## src/rtl/md_pkg.sv

```systemverilog
`default_nettype none
// ============================================================================
//  Module      : md_pkg
//  Description : Opcode/funct constants, MD unit op codes and the decode
//                helpers shared by the mult/div issue controller.
//  Revision    : 1.0 - initial release
// ============================================================================
package md_pkg;

    localparam logic [5:0] OPC_SPECIAL = 6'h00;

    localparam logic [5:0] FN_MFHI  = 6'h10;
    localparam logic [5:0] FN_MTHI  = 6'h11;
    localparam logic [5:0] FN_MFLO  = 6'h12;
    localparam logic [5:0] FN_MTLO  = 6'h13;
    localparam logic [5:0] FN_MULT  = 6'h18;
    localparam logic [5:0] FN_MULTU = 6'h19;
    localparam logic [5:0] FN_DIV   = 6'h1A;
    localparam logic [5:0] FN_DIVU  = 6'h1B;

    localparam logic [3:0] MD_OP_NONE  = 4'd0;
    localparam logic [3:0] MD_OP_MULT  = 4'd1;
    localparam logic [3:0] MD_OP_MULTU = 4'd2;
    localparam logic [3:0] MD_OP_DIV   = 4'd3;
    localparam logic [3:0] MD_OP_DIVU  = 4'd4;
    localparam logic [3:0] MD_OP_MTLO  = 4'd5;
    localparam logic [3:0] MD_OP_MTHI  = 4'd6;
    localparam logic [3:0] MD_OP_MFLO  = 4'd7;
    localparam logic [3:0] MD_OP_MFHI  = 4'd8;

    function automatic logic [3:0] md_decode(input logic [31:0] instr);
        logic [3:0] op;
        op = MD_OP_NONE;
        if (instr[31:26] == OPC_SPECIAL) begin
            case (instr[5:0])
                FN_MULT:  op = MD_OP_MULT;
                FN_MULTU: op = MD_OP_MULTU;
                FN_DIV:   op = MD_OP_DIV;
                FN_DIVU:  op = MD_OP_DIVU;
                FN_MTLO:  op = MD_OP_MTLO;
                FN_MTHI:  op = MD_OP_MTHI;
                FN_MFLO:  op = MD_OP_MFLO;
                FN_MFHI:  op = MD_OP_MFHI;
                default:  op = MD_OP_NONE;
            endcase
        end
        return op;
    endfunction

    // Ops that launch a multi-cycle computation in the unit.
    function automatic logic md_is_start(input logic [3:0] op);
        return (op == MD_OP_MULT) || (op == MD_OP_MULTU) ||
               (op == MD_OP_DIV)  || (op == MD_OP_DIVU);
    endfunction

    function automatic logic md_is_div(input logic [3:0] op);
        return (op == MD_OP_DIV) || (op == MD_OP_DIVU);
    endfunction

endpackage
`default_nettype wire

```

## src/rtl/md_busy_counter.sv

```systemverilog
`default_nettype none
// ============================================================================
//  Module      : md_busy_counter
//  Description : Loadable down-counter predicting the MD unit busy window.
//  Revision    : 1.0 - initial release
// ============================================================================
module md_busy_counter #(
    parameter int CNT_W = 4
) (
    input  logic             clk,
    input  logic             reset,
    input  logic             load,
    input  logic [CNT_W-1:0] load_val,
    output logic             busy
);

    logic [CNT_W-1:0] r_cnt;
    logic             r_busy;

    // r_busy tracks (r_cnt != 0) one step ahead so busy comes straight off a flop.
    always_ff @(posedge clk) begin
        if (reset) begin
            r_cnt  <= '0;
            r_busy <= 1'b0;
        end else if (load) begin
            r_cnt  <= load_val;
            r_busy <= (load_val != '0);
        end else begin
            if (r_cnt != '0) begin
                r_cnt <= r_cnt - 1'b1;
            end
            r_busy <= (r_cnt > CNT_W'(1));
        end
    end

    assign busy = r_busy;

endmodule
`default_nettype wire

```

## src/rtl/md_issue_ctrl.sv

```systemverilog
`default_nettype none
// ============================================================================
//  Module      : md_issue_ctrl
//  Description : Issues mult/div ops to the HI/LO unit, predicts its busy
//                window and stalls D-stage MD instructions that would collide.
//  Revision    : 1.0 - initial release
// ============================================================================
module md_issue_ctrl
    import md_pkg::*;
#(
    parameter int MULT_CYCLES = 5,
    parameter int DIV_CYCLES  = 10
) (
    input  logic        clk,
    input  logic        reset,
    input  logic [31:0] d_instr,
    input  logic [31:0] e_instr,
    input  logic        e_valid,
    input  logic        unit_busy,
    output logic [3:0]  md_op,
    output logic        md_start,
    output logic        stall_d,
    output logic        busy_pred,
    output logic        protocol_err
);

    localparam int MAX_CYCLES = (MULT_CYCLES > DIV_CYCLES) ? MULT_CYCLES : DIV_CYCLES;
    localparam int CNT_W      = $clog2(MAX_CYCLES + 1);

    logic [3:0]       w_d_op;
    logic [3:0]       w_e_op;
    logic [CNT_W-1:0] w_load_val;
    logic             w_busy;
    logic             r_err;

    assign w_d_op = md_decode(d_instr);
    assign w_e_op = md_decode(e_instr);

    // A bubble in E must never reach the unit, whatever word the slot holds.
    assign md_op    = e_valid ? w_e_op : MD_OP_NONE;
    assign md_start = e_valid & md_is_start(md_op);

    assign w_load_val = md_is_div(md_op) ? CNT_W'(DIV_CYCLES) : CNT_W'(MULT_CYCLES);

    md_busy_counter #(
        .CNT_W (CNT_W)
    ) u_busy_counter (
        .clk      (clk),
        .reset    (reset),
        .load     (md_start),
        .load_val (w_load_val),
        .busy     (w_busy)
    );

    assign busy_pred = w_busy;
    assign stall_d   = (w_d_op != MD_OP_NONE) & (md_start | w_busy);

    always_ff @(posedge clk) begin
        if (reset) begin
            r_err <= 1'b0;
        end else if ((md_start & w_busy) | (unit_busy != w_busy)) begin
            r_err <= 1'b1;
        end
    end

    assign protocol_err = r_err;

endmodule
`default_nettype wire
```

## config.mk

```make
export PLATFORM = sky130hd
export DESIGN_NAME = md_issue_ctrl
export DESIGN_NICKNAME = d
export VERILOG_FILES = /design/src/rtl/md_pkg.sv /design/src/rtl/md_busy_counter.sv /design/src/rtl/md_issue_ctrl.sv
export SDC_FILE = /design/constraint.sdc
export NUM_CORES = 1
export LEC_CHECK = 0
export CAP_MARGIN = 10
export CELL_PAD_IN_SITES_DETAIL_PLACEMENT = 0
export CELL_PAD_IN_SITES_GLOBAL_PLACEMENT = 1
export CORE_AREA = 2 2 69 71
export DETAILED_ROUTE_END_ITERATION = 8
export DIE_AREA = 0 0 71 73
export GPL_TIMING_DRIVEN = 0
export HOLD_SLACK_MARGIN = 0.12
export PLACE_DENSITY_LB_ADDON = 0.1
export SLEW_MARGIN = 15
export SYNTH_ARGS = -nofsm -noshare
export SYNTH_HDL_FRONTEND = slang
export SYNTH_SLANG_ARGS = --single-unit
```

## constraint.sdc

```tcl
create_clock -name clk -period 3.7 [get_ports clk]
set_input_delay 1.11 -clock clk [delete_from_list [all_inputs] [get_ports clk]]
set_output_delay 1.11 -clock clk [all_outputs]
set_load 0.01 [all_outputs]
```

==> flow_summary.ini <==
[yosys]
synth_adder_area_share = 0.165
yosysWarnings = 0
yosys.area.top_type = dfxtp_1
netlist_top_cells_count = ha_1 (9), inv_1 (8), nor2_1 (8)
syn_avg_cell_area_um2 = 8.52
syn_area_um2 = 682
ys_types = 35
synth-simple-area-share = 0.321
async_reset_ff_frac = 0
synth-edff-count = 0
synth_xor_area_frac = 0.0257
synth.area.mux_share = 0.0165
ys.flop_type = dfxtp_1
yosysSeqAreaShare = 0.176
synth-compound-area-share = 0.213
synth_top_family_by_area = simple AND/OR/NAND/NOR gates
yosysTopAreaCellShare = 0.176
synth_area_leaders = dfxtp_1 (18%), ha_1 (17%), a211oi_1 (4.4%)
yosysMostFrequentCell = ha_1
ys_seq_elements = 6
syn_nets = 157
postSynthCellCount = 80

[sta]
timing.fmax_mhz = 269
setup_violations = 1
max-slew-margin-rel = 0.746
skew_ps = 2.50
layout_min_cycle_time_ps = 3710
tightest_slew_ps = 379
slew_violations = 0
fin_ws_ps = -14.7
post-route-period-util = 1.00
setup_tns_ps = -14.7
hold_viol = 0
rsz0062_at_grt = yes

[floorplanning]
coreArea_um2 = 4540
rows = 25
die_area_um2 = 5180
die_x_um = 71
start_util = 0.150
io_pins = 76
fp.dieH_um = 73

[pwr]
vdd_ir_drop_max_mv = 0.127
leakagePower_nw = 0.543
p_per_area_nw_per_um2 = 353

[worst_setup_path]
crit_path_start_kind = input pin
cp-end-kind = output pin
startpoint = e_instr[0]
endpoint = stall_d
timing.rr.start = u_busy_counter.r_cnt[0]
cp_slowest_cell = or3_4
rr_endpoint = u_busy_counter.r_cnt[1]
crit_type = input pin to output pin
critPathMaxStageDelay_ps = 360
cp_max_fo = 7
path_buf_inv = 2
regToRegSetupSlack_ps = 2110
worstPathCellList = buf_12 > ha_4 > and3b_1 > a311o_1 > or3_4 > a211oi_2 > buf_2
required_ps = 2590
crit_cells = 7
reg2reg_depth = 6
worst_path_dominant_cell_family = simple AND/OR/NAND/NOR gates
cp.arrival_ps = 2600

[clocking]
tritoncts = yes
clock_latency_ps = 220
clk_pin_slew_ps = 30
root_buffer = clkbuf_8
clk_path_buf_depth = 2
cts_max_level = 1
cts_sinks = 6
cts_buffers = 3
postCtsHoldBufs = 0

[detailed_routing]
wirelength_um = 1970
vias = 765
wl_per_cell_um = 10.7
first_pass_iters = 2
drt_iter0_markers = 4
vias_per_cell = 4.16
drc = 0
drtAntennaViolNets = 0

[global_routing]
grtUsageMet3 = 0.0235
antenna_found_initial = 0
grt_use_met2 = 0.127
grt_use_total = 0.0723
grt_max_degree = 8
top_usage_layer = met2
grt_pass1_wl_um = 3020
grt_pass1_vias = 679
met1_usage = 0.0877
grt_overflow = 0

[layout]
area_growth_pct = 87.5
layout.nets = 209
layout-drive-gt1-share = 0.377
n_fill_cell = 495
fin_cells = 184
diodes = 0

[placement]
portBuffers = 35
dp_cells = 169
gp_congestion = 0.716
hpwl_um = 1560

[flow_run]
maxCapViolCount = 0

[run_status]
violations = negative setup slack
status = complete, but fails checks

[worst_hold_path]
min_from = u_busy_counter.r_cnt[3]
min_path_type = flop to flop
[area by class of cell]
class / instances / area, µm² / share of cell area
Multi-Input combinational cell: 63 / 572 / 0.447
Timing Repair Buffer: 48 / 418 / 0.327
Sequential cell: 6 / 120 / 0.0939
Tap cell: 54 / 67.6 / 0.0528
Inverter: 9 / 48.8 / 0.0382
Clock buffer: 3 / 41.3 / 0.0323
Buffer: 1 / 11.3 / 0.00881
[cell usage in the layout (no fill, tap or decap), types with 3 or more instances in the layout]
cell type         n
nor2_1            8
ha_4              3
buf_4            14
clkbuf_2          6
a211oi_1          4
dlygate4sd2_1     6
clkbuf_8          3
dfxtp_1           6
nor3_1            5
clkdlybuf4s50_1  14
inv_1             6
ha_1              6
nand2_1           4
clkdlybuf4s15_1   4
[how the worst min path moves through the flow]
stage | endpoint | slack, ps | depth (start not counted)
after floorplan | u_busy_counter.busy | 530 | 2
after global placement | u_busy_counter.busy | 580 | 2
after detailed placement | u_busy_counter.busy | 570 | 2
after CTS | u_busy_counter.busy | 580 | 2
after global routing | protocol_err | 620 | 2
final | u_busy_counter.busy | 580 | 2
[kinds of logic (layout without fill, tap and decap cells)]
| group | Yosys count | after routing |
|---|---|---|
| AOI/OAI and AO/OA | 17 | 17 |
| xor gates and xnor gates | 2 | 2 |
| adders and majority gates | 9 | 9 |
| buffers and inverters | 11 | 61 |
| DFF | 6 | 6 |
| muxes | 1 | 1 |
| and+or+nand+nor | 34 | 34 |
[tightest hold or removal path, delay by kind of cell (launching register included)]
kind / cells / cell delay, ps
DFF: 1 / 350
AOI/OAI and AO/OA: 1 / 120
and+or+nand+nor: 1 / 70
[report_power, final]
part	switching, mW	internal [mW]	leakage (nW)
Sequential	0.0237	0.0912	0.0499
Clock	0.0272	0.0698	0.0216
Combinational	0.105	0.134	0.472
Total	0.156	0.295	0.543
[per-stage QoR]
stage | instance area [µm²] | total power [mW] | hold WS, ps | setup slack (ps) | utilization
2_1_floorplan | 682 | 0.264 | 533 | 4.60 | -
3_3_place_gp | 1100 | 0.342 | 584 | -1230 | 0.242
3_5_place_dp | 1100 | 0.341 | 575 | -1240 | 0.242
4_1_cts | 1280 | 0.455 | 585 | -115 | 0.282
5_1_grt | 1280 | 0.490 | 622 | -79.0 | 0.282
6_report | 1280 | 0.451 | 581 | -14.7 | 0.282
[registers in the layout, summed over array words and instances, names as in the netlist]
register and cells:
protocol_err 1, u_busy_counter.busy 1, u_busy_counter.r_cnt 4
[what timing repair did]
item                                    CTS  global route
endpoints found under the setup margin    6             3
hold endpoints to repair                  0             0
gates resized for setup                  66            15
setup buffers                            11             2
pin swaps                                 9             6
[per-layer routing]
metal	up-vias	wire length (µm)
met2	12	1020
met1	355	872
met5	-	0
met3	2	72
li1	396	-
met4	0	4
Power figures use the tool's default switching activity.
==> edit, RTL diff (config.mk and constraints unchanged) <==
`DIV_CYCLES`: 10 -> 5.
--- a/src/rtl/md_issue_ctrl.sv
+++ b/src/rtl/md_issue_ctrl.sv
@@ -9,7 +9,7 @@
     import md_pkg::*;
 #(
     parameter int MULT_CYCLES = 5,
-    parameter int DIV_CYCLES  = 10
+    parameter int DIV_CYCLES  = 5
 ) (
     input  logic        clk,
     input  logic        reset,
Behaviour: not the same (Yosys sat finds a counterexample within 10 cycles, from zero or initial values and one cycle with reset high).
==> edit against the unedited design <==
  * Sequential power is 19% lower
  * Utilization is 5.8 points lower
  * Sequential cell count is 1 lower
  * Largest power group unchanged
  * Routed wire length is 24% lower
  * Total power is 20% lower
  * Cell count is 14% lower
  * Combinational power is 30% lower
  * Via count is 22% lower
  * Highest routed layer is now met3
  * Worst setup slack better by 81 ps
  * Area after synthesis is 21% lower
  * Fmax is 2.2% higher
  * Design area is 21% lower
==> edit: results (changes against the unedited design) <==
• largest net degree at the start of global routing: 8, unchanged
• routability congestion estimate from global placement: 0.617, -14%
• leakage component of the power: 0.457 nW, -16%
• wire per inst: 9.43 µm, -12%
• global-route total usage across every layer: 6.34%, -0.89 points
• layout cells sized above 1: 21.9%, -16 points
• worst-case headroom to the max-slew limit: 83.5%, +8.9 points
• Logic power comb: 168 µW, -30%
• vias post-DR: 596, -22%
• worst hold slack after final layout: 558 ps, -23.0 ps
• input/output buffers: 35, unchanged
• starting DRC count in detailed routing: 5, +1
• syn nets: 141, -10%
• internal reg-to-reg setup slack: 2540 ps, +430 ps
• Clock Tree Buf Depth: 2, unchanged
• DRC violation count after routing: 0, unchanged
• portion of the post-synthesis area used by sequential elements: 18.6%, +1.0 points
• met3 GRT Util: 1.10%, -1.2 points
• largest fanout on the critical path: 3, -4
• DP HPWL: 1280 µm, -18%
• met2 track utilization from global routing: 11.8%, -0.83 points
• antenna violations before repair: 0, unchanged
• wire length of the first global-routing pass: 2700 µm, -10%
• internal power: 241 µW, -18%
• number of global-route vias before repair: 670, -1.3%
• hold path cells: 2, unchanged
• worst clock skew: 0.952 ps, -1.55 ps
• number of distinct library cells after synthesis: 24, -31%
• met1 track demand over resource: 7.12%, -1.6 points
• start of the worst register-to-register path: u_busy_counter.r_cnt[0]$_SDFFE_PP0P_
• cell area after placement: 955 µm², -13%
• top cells by instance count after synthesis: sky130_fd_sc_hd__nor2_1, sky130_fd_sc_hd__ha_1, sky130_fd_sc_hd__inv_1
• Hold Startpoint: u_busy_counter.r_cnt[2]$_SDFFE_PP0P_
• Sequential Power: 92.8 µW, -19%
• Reg-to-Reg End: u_busy_counter.r_cnt[1]$_SDFFE_PP0N_
• nets@finish: 183, -12%
• fillcell total: 493, -0.40%
• first-pass detailed-route iteration total: 4, +2
• flip-flop count of the largest register, all copies and words added: 3, -1
• data arrival at the endpoint of the critical path: 2520 ps, -80 ps
• MaxCap Viol Count: 0, unchanged
• clock tree root buffer cell: sky130_fd_sc_hd__clkbuf_8
• most area-consuming cells after synthesis: sky130_fd_sc_hd__ha_1, sky130_fd_sc_hd__dfxtp_1, sky130_fd_sc_hd__nor2_1, sky130_fd_sc_hd__a21oi_1, sky130_fd_sc_hd__inv_1
• Max rail drop VDD: 0.000160 V, +26%
• status: completed
• CTS buffer count: 3, unchanged
• maximum level of the CTS H-tree: 1, unchanged
==> edit: cells by family after synthesis <==
group / share of synthesized area (%)
buffers and inverters: 6.29
multiplexers: 1.86
flip-flops: 18.6
adder cells (fa/ha/maj): 21.0
AO/OA/AOI/OAI: 17.7
XOR/XNOR: 3.26
AND/OR/NAND/NOR: 31.2
==> edit: worst max-delay path by stage <==
stage	startpoint	to	depth (start not counted)	slack, ps
2_1_floorplan	e_instr[0]	stall_d	6	190
3_3_place_gp	e_instr[1]	stall_d	8	-990
3_5_place_dp	e_instr[1]	stall_d	8	-970
4_1_cts	e_valid	stall_d	6	7
5_1_grt	e_instr[0]	stall_d	8	-10
6_report	e_instr[31]	stall_d	6	70
==> edit: final cells by class <==
class                   count  area [µm²]  share of cell area [%]
clock buffers               4        45.0                    4.44
inverters                   9        36.3                    3.58
multi-input cells          50         429                    42.3
flip-flops and latches      5         100                    9.86
well taps                  54        67.6                    6.66
repair buffers             37         337                    33.2
==> edit: metal layers <==
layer	vias up	wire length (µm)
met5	-	0
met4	0	0
met3	0	106
met2	23	769
met1	267	623
li1	306	-
==> edit: repair_timing <==
item	in CTS	in global routing
endpoints found under the setup margin	6	2
pin swaps	6	5
hold endpoints to repair	0	0
setup buffers	2	0
resized for setup	31	14
==> edit: critical path, cell delays in order <==
cell and delay (ps):
sky130_fd_sc_hd__clkdlybuf4s50_1 390, sky130_fd_sc_hd__nor2_1 160, sky130_fd_sc_hd__nand4_1 140, sky130_fd_sc_hd__a211o_4 360, sky130_fd_sc_hd__a211oi_2 200, sky130_fd_sc_hd__buf_2 160
==> edit: metrics by stage <==
step                instances  worst slack (ps)  power, mW
floorplan                  64               185      0.196
global placement          153              -993      0.266
detailed placement        153              -975      0.265
CTS                       159              6.65      0.365
global route              159             -11.1      0.395
finish                    159              65.9      0.360
